File: src/rtl/mac_arbiter_if.sv
// rtl/mac_arbiter_if.sv - requester and response bundle for mac_arbiter
interface mac_arbiter_if #(
  parameter int WIDTH     = 8,
  parameter int OUT_WIDTH = 16,
  parameter int NREQ      = 4
);
  logic [NREQ-1:0]       req_valid;
  logic [NREQ-1:0]       req_ready;
  logic [NREQ*WIDTH-1:0] req_a;
  logic [NREQ*WIDTH-1:0] req_b;
  logic [NREQ*WIDTH-1:0] req_c;
  logic                  rsp_valid;
  logic [1:0]            rsp_id;
  logic [OUT_WIDTH-1:0]  rsp_data;

  // Requester side: offers operands, sees grants and responses
  modport master (
    output req_valid, req_a, req_b, req_c,
    input  req_ready, rsp_valid, rsp_id, rsp_data
  );

  // Arbiter side
  modport slave (
    input  req_valid, req_a, req_b, req_c,
    output req_ready, rsp_valid, rsp_id, rsp_data
  );
endinterface

File: src/rtl/mac_arbiter.sv
// rtl/mac_arbiter.sv - round-robin arbiter sharing one pipelined MAC among 4 requesters
module mac_arbiter #(
  parameter int WIDTH     = 8,
  parameter int OUT_WIDTH = 16,
  parameter int NREQ      = 4,
  parameter int LATENCY   = 3
) (
  input  logic                 clk,
  input  logic                 rst_n,
  mac_arbiter_if.slave         bus,
  output logic [WIDTH-1:0]     mac_a,
  output logic [WIDTH-1:0]     mac_b,
  output logic [WIDTH-1:0]     mac_c,
  input  logic [OUT_WIDTH-1:0] mac_result,
  output logic                 busy,
  output logic [15:0]          issue_cnt
);

  // Index of the requester with highest priority this cycle
  logic [1:0]                   ptr;
  logic [1:0]                   cand;
  logic [1:0]                   gnt_idx;
  logic                         gnt_any;
  // Per-stage valid/id of operations travelling alongside the MAC pipeline
  logic [LATENCY-1:0]           vld_sr;
  logic [LATENCY-1:0][1:0]      id_sr;

  // Search from ptr upward (wrapping) for the first valid requester; no grant in reset
  always_comb begin
    gnt_any = 1'b0;
    gnt_idx = ptr;
    cand    = ptr;
    for (int k = 0; k < NREQ; k++) begin
      cand = ptr + 2'(k);
      if (!gnt_any && bus.req_valid[cand]) begin
        gnt_any = 1'b1;
        gnt_idx = cand;
      end
    end
    if (!rst_n) begin
      gnt_any = 1'b0;
    end
  end

  assign bus.req_ready = gnt_any ? (NREQ'(1) << gnt_idx) : '0;

  // Steer the granted requester's operands to the MAC, zero when idle
  always_comb begin
    mac_a = '0;
    mac_b = '0;
    mac_c = '0;
    if (gnt_any) begin
      mac_a = bus.req_a[int'(gnt_idx)*WIDTH +: WIDTH];
      mac_b = bus.req_b[int'(gnt_idx)*WIDTH +: WIDTH];
      mac_c = bus.req_c[int'(gnt_idx)*WIDTH +: WIDTH];
    end
  end

  // Pointer, issue counter and the never-stalling tracking shift register
  always_ff @(posedge clk) begin
    if (!rst_n) begin
      ptr       <= '0;
      issue_cnt <= '0;
      vld_sr    <= '0;
      id_sr     <= '0;
    end else begin
      if (gnt_any) begin
        ptr       <= gnt_idx + 2'd1;
        issue_cnt <= issue_cnt + 16'd1;
      end
      vld_sr[0] <= gnt_any;
      id_sr[0]  <= gnt_any ? gnt_idx : 2'd0;
      for (int i = 1; i < LATENCY; i++) begin
        vld_sr[i] <= vld_sr[i-1];
        id_sr[i]  <= id_sr[i-1];
      end
    end
  end

  // The last stage lines up with mac_result for the operation it tracks
  assign bus.rsp_valid = rst_n & vld_sr[LATENCY-1];
  assign bus.rsp_id    = bus.rsp_valid ? id_sr[LATENCY-1] : 2'd0;
  assign bus.rsp_data  = bus.rsp_valid ? mac_result : '0;
  assign busy          = |vld_sr;

endmodule

File: src/flat_wrapper.sv
// flat-port wrapper written by rule: the top's interface ports become plain ports
module mac_arbiter_flat 
#(
  parameter int WIDTH     = 8,
  parameter int OUT_WIDTH = 16,
  parameter int NREQ      = 4,
  parameter int LATENCY   = 3
)
  (clk, rst_n, mac_a, mac_b, mac_c, mac_result, busy, issue_cnt, bus_req_valid, bus_req_a, bus_req_b, bus_req_c, bus_req_ready, bus_rsp_valid, bus_rsp_id, bus_rsp_data);
  mac_arbiter_if #(.WIDTH(WIDTH), .OUT_WIDTH(OUT_WIDTH), .NREQ(NREQ)) bus_i ();
  input  logic clk;
  input  logic rst_n;
  output logic [WIDTH-1:0] mac_a;
  output logic [WIDTH-1:0] mac_b;
  output logic [WIDTH-1:0] mac_c;
  input  logic [OUT_WIDTH-1:0] mac_result;
  output logic busy;
  output logic [15:0] issue_cnt;
  input wire logic [$bits(bus_i.req_valid)-1:0] bus_req_valid;
  input wire logic [$bits(bus_i.req_a)-1:0] bus_req_a;
  input wire logic [$bits(bus_i.req_b)-1:0] bus_req_b;
  input wire logic [$bits(bus_i.req_c)-1:0] bus_req_c;
  output wire logic [$bits(bus_i.req_ready)-1:0] bus_req_ready;
  output wire logic [$bits(bus_i.rsp_valid)-1:0] bus_rsp_valid;
  output wire logic [$bits(bus_i.rsp_id)-1:0] bus_rsp_id;
  output wire logic [$bits(bus_i.rsp_data)-1:0] bus_rsp_data;
  assign bus_i.req_valid = bus_req_valid;
  assign bus_i.req_a = bus_req_a;
  assign bus_i.req_b = bus_req_b;
  assign bus_i.req_c = bus_req_c;
  assign bus_req_ready = bus_i.req_ready;
  assign bus_rsp_valid = bus_i.rsp_valid;
  assign bus_rsp_id = bus_i.rsp_id;
  assign bus_rsp_data = bus_i.rsp_data;
  mac_arbiter #(.WIDTH(WIDTH), .OUT_WIDTH(OUT_WIDTH), .NREQ(NREQ), .LATENCY(LATENCY)) u_core (.clk(clk), .rst_n(rst_n), .bus(bus_i), .mac_a(mac_a), .mac_b(mac_b), .mac_c(mac_c), .mac_result(mac_result), .busy(busy), .issue_cnt(issue_cnt));
endmodule
File: config.mk
export PLATFORM = sky130hd
export DESIGN_NAME = mac_arbiter_flat
export DESIGN_NICKNAME = d
export VERILOG_FILES = /design/src/rtl/mac_arbiter_if.sv /design/src/rtl/mac_arbiter.sv /design/src/flat_wrapper.sv
export SDC_FILE = /design/constraint.sdc
export NUM_CORES = 1
export LEC_CHECK = 0
export CORE_MARGIN = 4
export CORE_UTILIZATION = 30
export DETAILED_ROUTE_END_ITERATION = 8
export PLACE_DENSITY = 0.79
export SYNTH_ARGS = -nofsm -noshare
export SYNTH_HDL_FRONTEND = slang
export SYNTH_SLANG_ARGS = --single-unit
File: constraint.sdc
create_clock -name clk -period 2.1 [get_ports clk]
set_input_delay 0.42 -clock clk [delete_from_list [all_inputs] [get_ports clk]]
set_output_delay 0.42 -clock clk [all_outputs]
set_load 0.03 [all_outputs]
# After elaboration in Yosys (flattened, before gate mapping)
# Index checks and enable logic that the tools add are counted.
[word_totals]
output_inout_bits = 64
inputBits = 118
reg_bits = 27
wordCells = 50
[op_classes]
n_bitwise = 1
reduce_logical = 8
shift = 4
magnitude_cmp = 4
n_mux = 22
n_addsub = 5
[ops]
columns = ["operator", "n"]
rows = [
  ["$shiftx 32x6->8", 3],
  ["$mux 8", 3],
  ["$add 16x1->16 const B", 1],
  ["$mux 16", 1],
  ["$lt 2x3->1 const B", 4],
  ["$mux 1", 9],
  ["$bmux 1 s2", 4],
  ["$mux 2", 4],
  ["$add 2x1->2 const B", 2],
  ["$add 2x2->2 const B", 2],
  ["$mux 4", 1],
  ["$shl 1x2->4 const A", 1],
  ["$logic_and 1x1->1", 3],
  ["$logic_not 1->1", 3],
  ["$reduce_or 3->1", 1],
  ["$reduce_and 2->1", 1],
  ["$and 1x1->1", 1],
]

# Depth between registers and ports, before layout
[depth]
ltp_word = 14
mapped_depth = 7
mapped_depth_nobuf = 6

# Worst setup path before layout
# OpenSTA, ideal clock, no wires.
[synth_timing]
kind = "input port to output port"
startpoint = "input port bus_req_valid[0]"
endpoint = "output port mac_b[6]"
stages = 6
required_ps = 1680
n_path_buf = 1
arrival_ps = 1935
slack_ps = -255
path_cell_list = "nor2b_1 or4_4 nand2_4 buf_8 mux2i_1 o22ai_1"
[synth_between]
elab_chain_len = 14
word_cells_on_any_way = 24
classes_between = "1 x shift; 17 x mux; 6 x reduce/logical"
[synth_rtl]
columns = ["item", "line_no", "source"]
rows = [
  ["start: declaration", "flat_wrapper.sv:19", "input wire logic [$bits(bus_i.req_valid)-1:0] bus_req_valid;"],
  ["$bmux 1 s2", "mac_arbiter.sv:35", "if (!gnt_any && bus.req_valid[cand]) begin"],
  ["$mux 1 (not written as such)", "mac_arbiter.sv:35", ""],
  ["$mux 1", "mac_arbiter.sv:35", ""],
  ["$logic_not 1->1", "mac_arbiter.sv:35", ""],
  ["$logic_and 1x1->1", "mac_arbiter.sv:35", ""],
  ["$mux 1", "mac_arbiter.sv:35", ""],
  ["$logic_not 1->1", "mac_arbiter.sv:35", ""],
  ["$logic_and 1x1->1", "mac_arbiter.sv:35", ""],
  ["$mux 1", "mac_arbiter.sv:35", ""],
  ["$logic_not 1->1", "mac_arbiter.sv:35", ""],
  ["$logic_and 1x1->1", "mac_arbiter.sv:35", ""],
  ["$mux 2 (*)", "mac_arbiter.sv:35", ""],
  ["net u_core.gnt_idx[1]", "mac_arbiter.sv:22", "logic [1:0] gnt_idx;"],
  ["$shiftx 32x6->8 (*)", "mac_arbiter.sv:54", "mac_b = bus.req_b[int'(gnt_idx)*WIDTH +: WIDTH];"],
  ["$mux 8 (*)", "mac_arbiter.sv:52", "if (gnt_any) begin"],
  ["end: declaration", "flat_wrapper.sv:14", "output logic [WIDTH-1:0] mac_b;"],
]
# The timed path passes the listed nets; every way through them passes the cells marked *. The select of a mux whose other input is x is not followed.

# Worst setup path in the final report
[layout_timing]
startpoint = "register u_core.ptr[1]"
endpoint = "output port mac_b[4]"
[layout_between]
elab_chain_len = 14
word_cells_on_any_way = 27
classes_between = "3 x add/sub; 1 x shift; 17 x mux; 6 x reduce/logical"
[layout_rtl]
columns = ["item", "line_no", "source"]
rows = [
  ["start: declaration", "mac_arbiter.sv:20", "logic [1:0] ptr;"],
  ["start signal: assignment", "mac_arbiter.sv:68", "ptr <= gnt_idx + 2'd1;"],
  ["branches (longest 13 deep; another with $add 2x1->2)", "-", ""],
  ["$mux 8 (*)", "mac_arbiter.sv:52", ""],
]
# Every way passes the cells marked *. The select of a mux whose other input is x is not followed.

==> impl_metrics.csv <==
group,metric,value,unit
worst_setup_path,required,1.68,ns
global_routing,grt_usage,18.72,%
timing,fin_crit_sh,123.4,%
outcome,outcome,"finished, violations left",
logic_synthesis,postSynthNetCount,358,
timing,setup_ws,-0.4905,ns
cells_and_area,multi_input_area,1851,µm²
global_routing,grt_pass1_vias,2660,
drt,top_layer,"met4",
worst_setup_path,endpoint_kind,"primary output",
global_routing,grt_overflow,0,
die,io_pins,182,
timing,rsz0062_at_grt,"yes",
drt,drtIter0Drc,42,
logic_synthesis,netlist_instances,235,
drt,first_pass_iters,4,
drt,drt-met1-wl,3172,µm
die,core_area,6907,µm²
pwr,power_density,626.9,nW/µm²
placed_design,place_ws,-0.7373,ns
clock_network,clkLatencyLatePin,0.26,ns
min_path,hold_path_class,"register to register",
placed_design,dp_hpwl,6942,µm
cells_and_area,final_common_cell,"clkdlybuf4s50_1",
clock_network,cts_hold_buffers,0,
min_path,hold_depth,1,
outcome,violations,"negative setup slack",
die,die_w,93.24,µm
flow_run,maxCapViolCount,0,
clock_network,cts_root_buffer,"clkbuf_8",
die,initial_core_util,31.56,%
placed_design,dp_cells,522,
timing,skew,0.001843,ns
drt,met3_length,765,µm
cells_and_area,n_antenna_cell,0,
worst_setup_path,path_class,"register to primary output",
cells_and_area,layout_common_cells,"clkdlybuf4s50_1, buf_4, dfxtp_1",
drt,drc,0,
clock_network,cts-htree-levels,1,
timing,relSlewSlack,78.31,%
worst_setup_path,worst-path-max-fanout,8,
worst_setup_path,reg2reg_depth,8,
drt,drt_wl_total,9079,µm
pwr,irDropWorstVdd,0.3460,mV
clock_network,numCtsBuffers,3,
timing,finalHoldViolCount,0,
timing,max_freq,386.0,MHz
timing,setup_violations,28,
cells_and_area,fin_cells,534,
logic_synthesis,ys_seq_elements,27,
clock_network,cts_buffer_depth,2,
logic_synthesis,yosysSeqAreaShare,24.80,%
timing,timing.final.crit_period,2.590,ns
global_routing,grt_max_degree,49,
die,dieArea,8693,µm²
clock_network,cts_tree,"done",
worst_setup_path,cp_data_arrival_time,2.17,ns
drt,antenna_left,0,
placed_design,port_buffers,181,
logic_synthesis,synth_cell_types,40,
clock_network,cts.sinks,27,
drt,vias_per_cell,4.929,
die,die_y,93.24,µm
worst_setup_path,startpoint,"u_core.ptr[1]",
min_path,worstHoldStart,"u_core.id_sr[1]",
global_routing,antenna_found_initial,0,
drt,routedWlPerCell,17.00,µm
worst_setup_path,cp-start-kind,"register",
cells_and_area,area_growth,124.3,%
die,rows,30,
cells_and_area,nets,562,
cells_and_area,num-fill-cells,506,
global_routing,grt_pass1_wl,12970,µm
placed_design,gp_congestion,0.8078,
cells_and_area,drive_above_1_share,35.39,%
cells_and_area,regArea,548.0,µm²
logic_synthesis,syn_avg_cell_area,9.275,µm²
pwr,finalPower,3.066,mW
logic_synthesis,syn_area,2180,µm²
timing,tightest_slew,0.3243,ns
logic_synthesis,yosys_warnings,0,
pwr,leakagePower,2.001,nW
drt,vias,2632,
worst_setup_path,r2r_start,"u_core.ptr[1]",
clock_network,clk_pin_slew,0.09,ns
timing,hold_ws,0.4430,ns
timing,drv_slew,0,
drt,met2_wirelength,4909,µm
[worst paths after layout]
| check | to | slack [ns] |
|---|---|---|
| max | mac_b[4] | -0.49 |
| min reg2reg | u_core.id_sr[3] | 0.44 |
| min | u_core.id_sr[3] | 0.44 |
| max reg2reg | u_core.ptr[1] | 0.19 |
[sequential cells by signal, summed over array words and instances, names as in the netlist]
| name | count |
|---|---|
| u_core.id_sr | 6 |
| u_core.vld_sr | 3 |
| u_core.issue_cnt | 16 |
| u_core.ptr | 2 |
[what timing repair did]
action,4_1_cts,5_1_grt
cloned,2,2
buffers inserted,4,0
pin swaps,6,2
endpoints found under the hold margin,0,0
resized for setup,55,30
setup endpoints to repair,41,33
[power by group]
group	internal (mW)	switching (mW)	total, mW
logic	1.22	0.989	2.21
clock network	0.136	0.152	0.287
registers	0.546	0.0220	0.568
total	1.90	1.16	3.07
[worst max-delay path, stage by stage, from the launching register on]
cell and delay [ns]:
dfxtp_4 0.35, and3b_1 0.15, or4_4 0.53, nand2_8 0.17
buf_12 0.16, mux2i_1 0.25, o22ai_2 0.12, buf_12 0.15
[per-layer routing]
metal	GRT usage, %	vias to the layer above
met4	5.006	0
met2	36.63	113
li1	-	1275
met5	0	-
met1	19.10	1230
met3	5.310	14
[cell families (layout without fill, tap and decap cells)]
logic type               after synthesis  count (layout)  share of synthesized area [%]
AND/OR/NAND/NOR                       79              80                          22.33
multiplexers                          50              50                          22.96
AO/OA/AOI/OAI                         42              42                          16.13
flip-flops                            27              27                          24.80
buffers and inverters                 23             225                          7.290
XOR/XNOR                               9               9                          3.617
adder cells (fa/ha/maj)                5               5                          2.870
[Yosys cell counts]
cell | n | area share (%)
o31ai_1 | 2 | 0.69
nor2b_1 | 4 | 1.1
and3_1 | 25 | 7.2
and3b_1 | 1 | 0.40
and2b_1 | 1 | 0.34
or4_4 | 1 | 0.52
dfxtp_1 | 27 | 25
mux2i_1 | 50 | 23
buf_2 | 4 | 0.92
nor2_1 | 3 | 0.52
nor4_4 | 1 | 0.98
a21boi_0 | 2 | 0.69
a21oi_1 | 1 | 0.23
a211o_1 | 1 | 0.40
inv_1 | 6 | 1.0
nand3_2 | 1 | 0.46
nand2_4 | 1 | 0.52
buf_1 | 1 | 0.17
buf_12 | 3 | 2.8
o41ai_2 | 1 | 0.75
xor2_1 | 1 | 0.40
o21ai_0 | 6 | 1.4
buf_6 | 1 | 0.52
xnor2_1 | 8 | 3.2
or4_1 | 1 | 0.34
a21boi_1 | 1 | 0.34
and2_1 | 16 | 4.6
ha_1 | 5 | 2.9
o22ai_1 | 13 | 3.7
nand3_1 | 4 | 0.92
nand4_1 | 3 | 0.86
or3_1 | 4 | 1.1
o22ai_2 | 11 | 6.3
clkbuf_1 | 7 | 1.2
o211ai_1 | 2 | 0.69
buf_8 | 1 | 0.69
o211a_1 | 2 | 0.92
nor3_1 | 1 | 0.23
nand2_1 | 11 | 1.9
nand2b_1 | 1 | 0.29
[cell type report]
| type | count | share of cell area, % |
|---|---|---|
| Tap cell | 96 | 2.456 |
| Multi-Input combinational cell | 186 | 37.85 |
| Clock buffer | 4 | 0.9212 |
| Inverter | 6 | 0.5629 |
| Timing Repair Buffer | 215 | 47.01 |
| Sequential cell | 27 | 11.21 |
[per-stage QoR]
step                      area [µm²]  setup TNS [ns]  utilization (%)
final                           4890          -12.25            70.80
after global routing            4890          -14.27            70.80
after CTS                       4692          -13.12            67.93
after detailed placement        4395          -24.40            63.64
after global placement          4395          -23.24            63.64
after floorplan                 2315          -2.287                -
(Power assumes the default switching activity.)
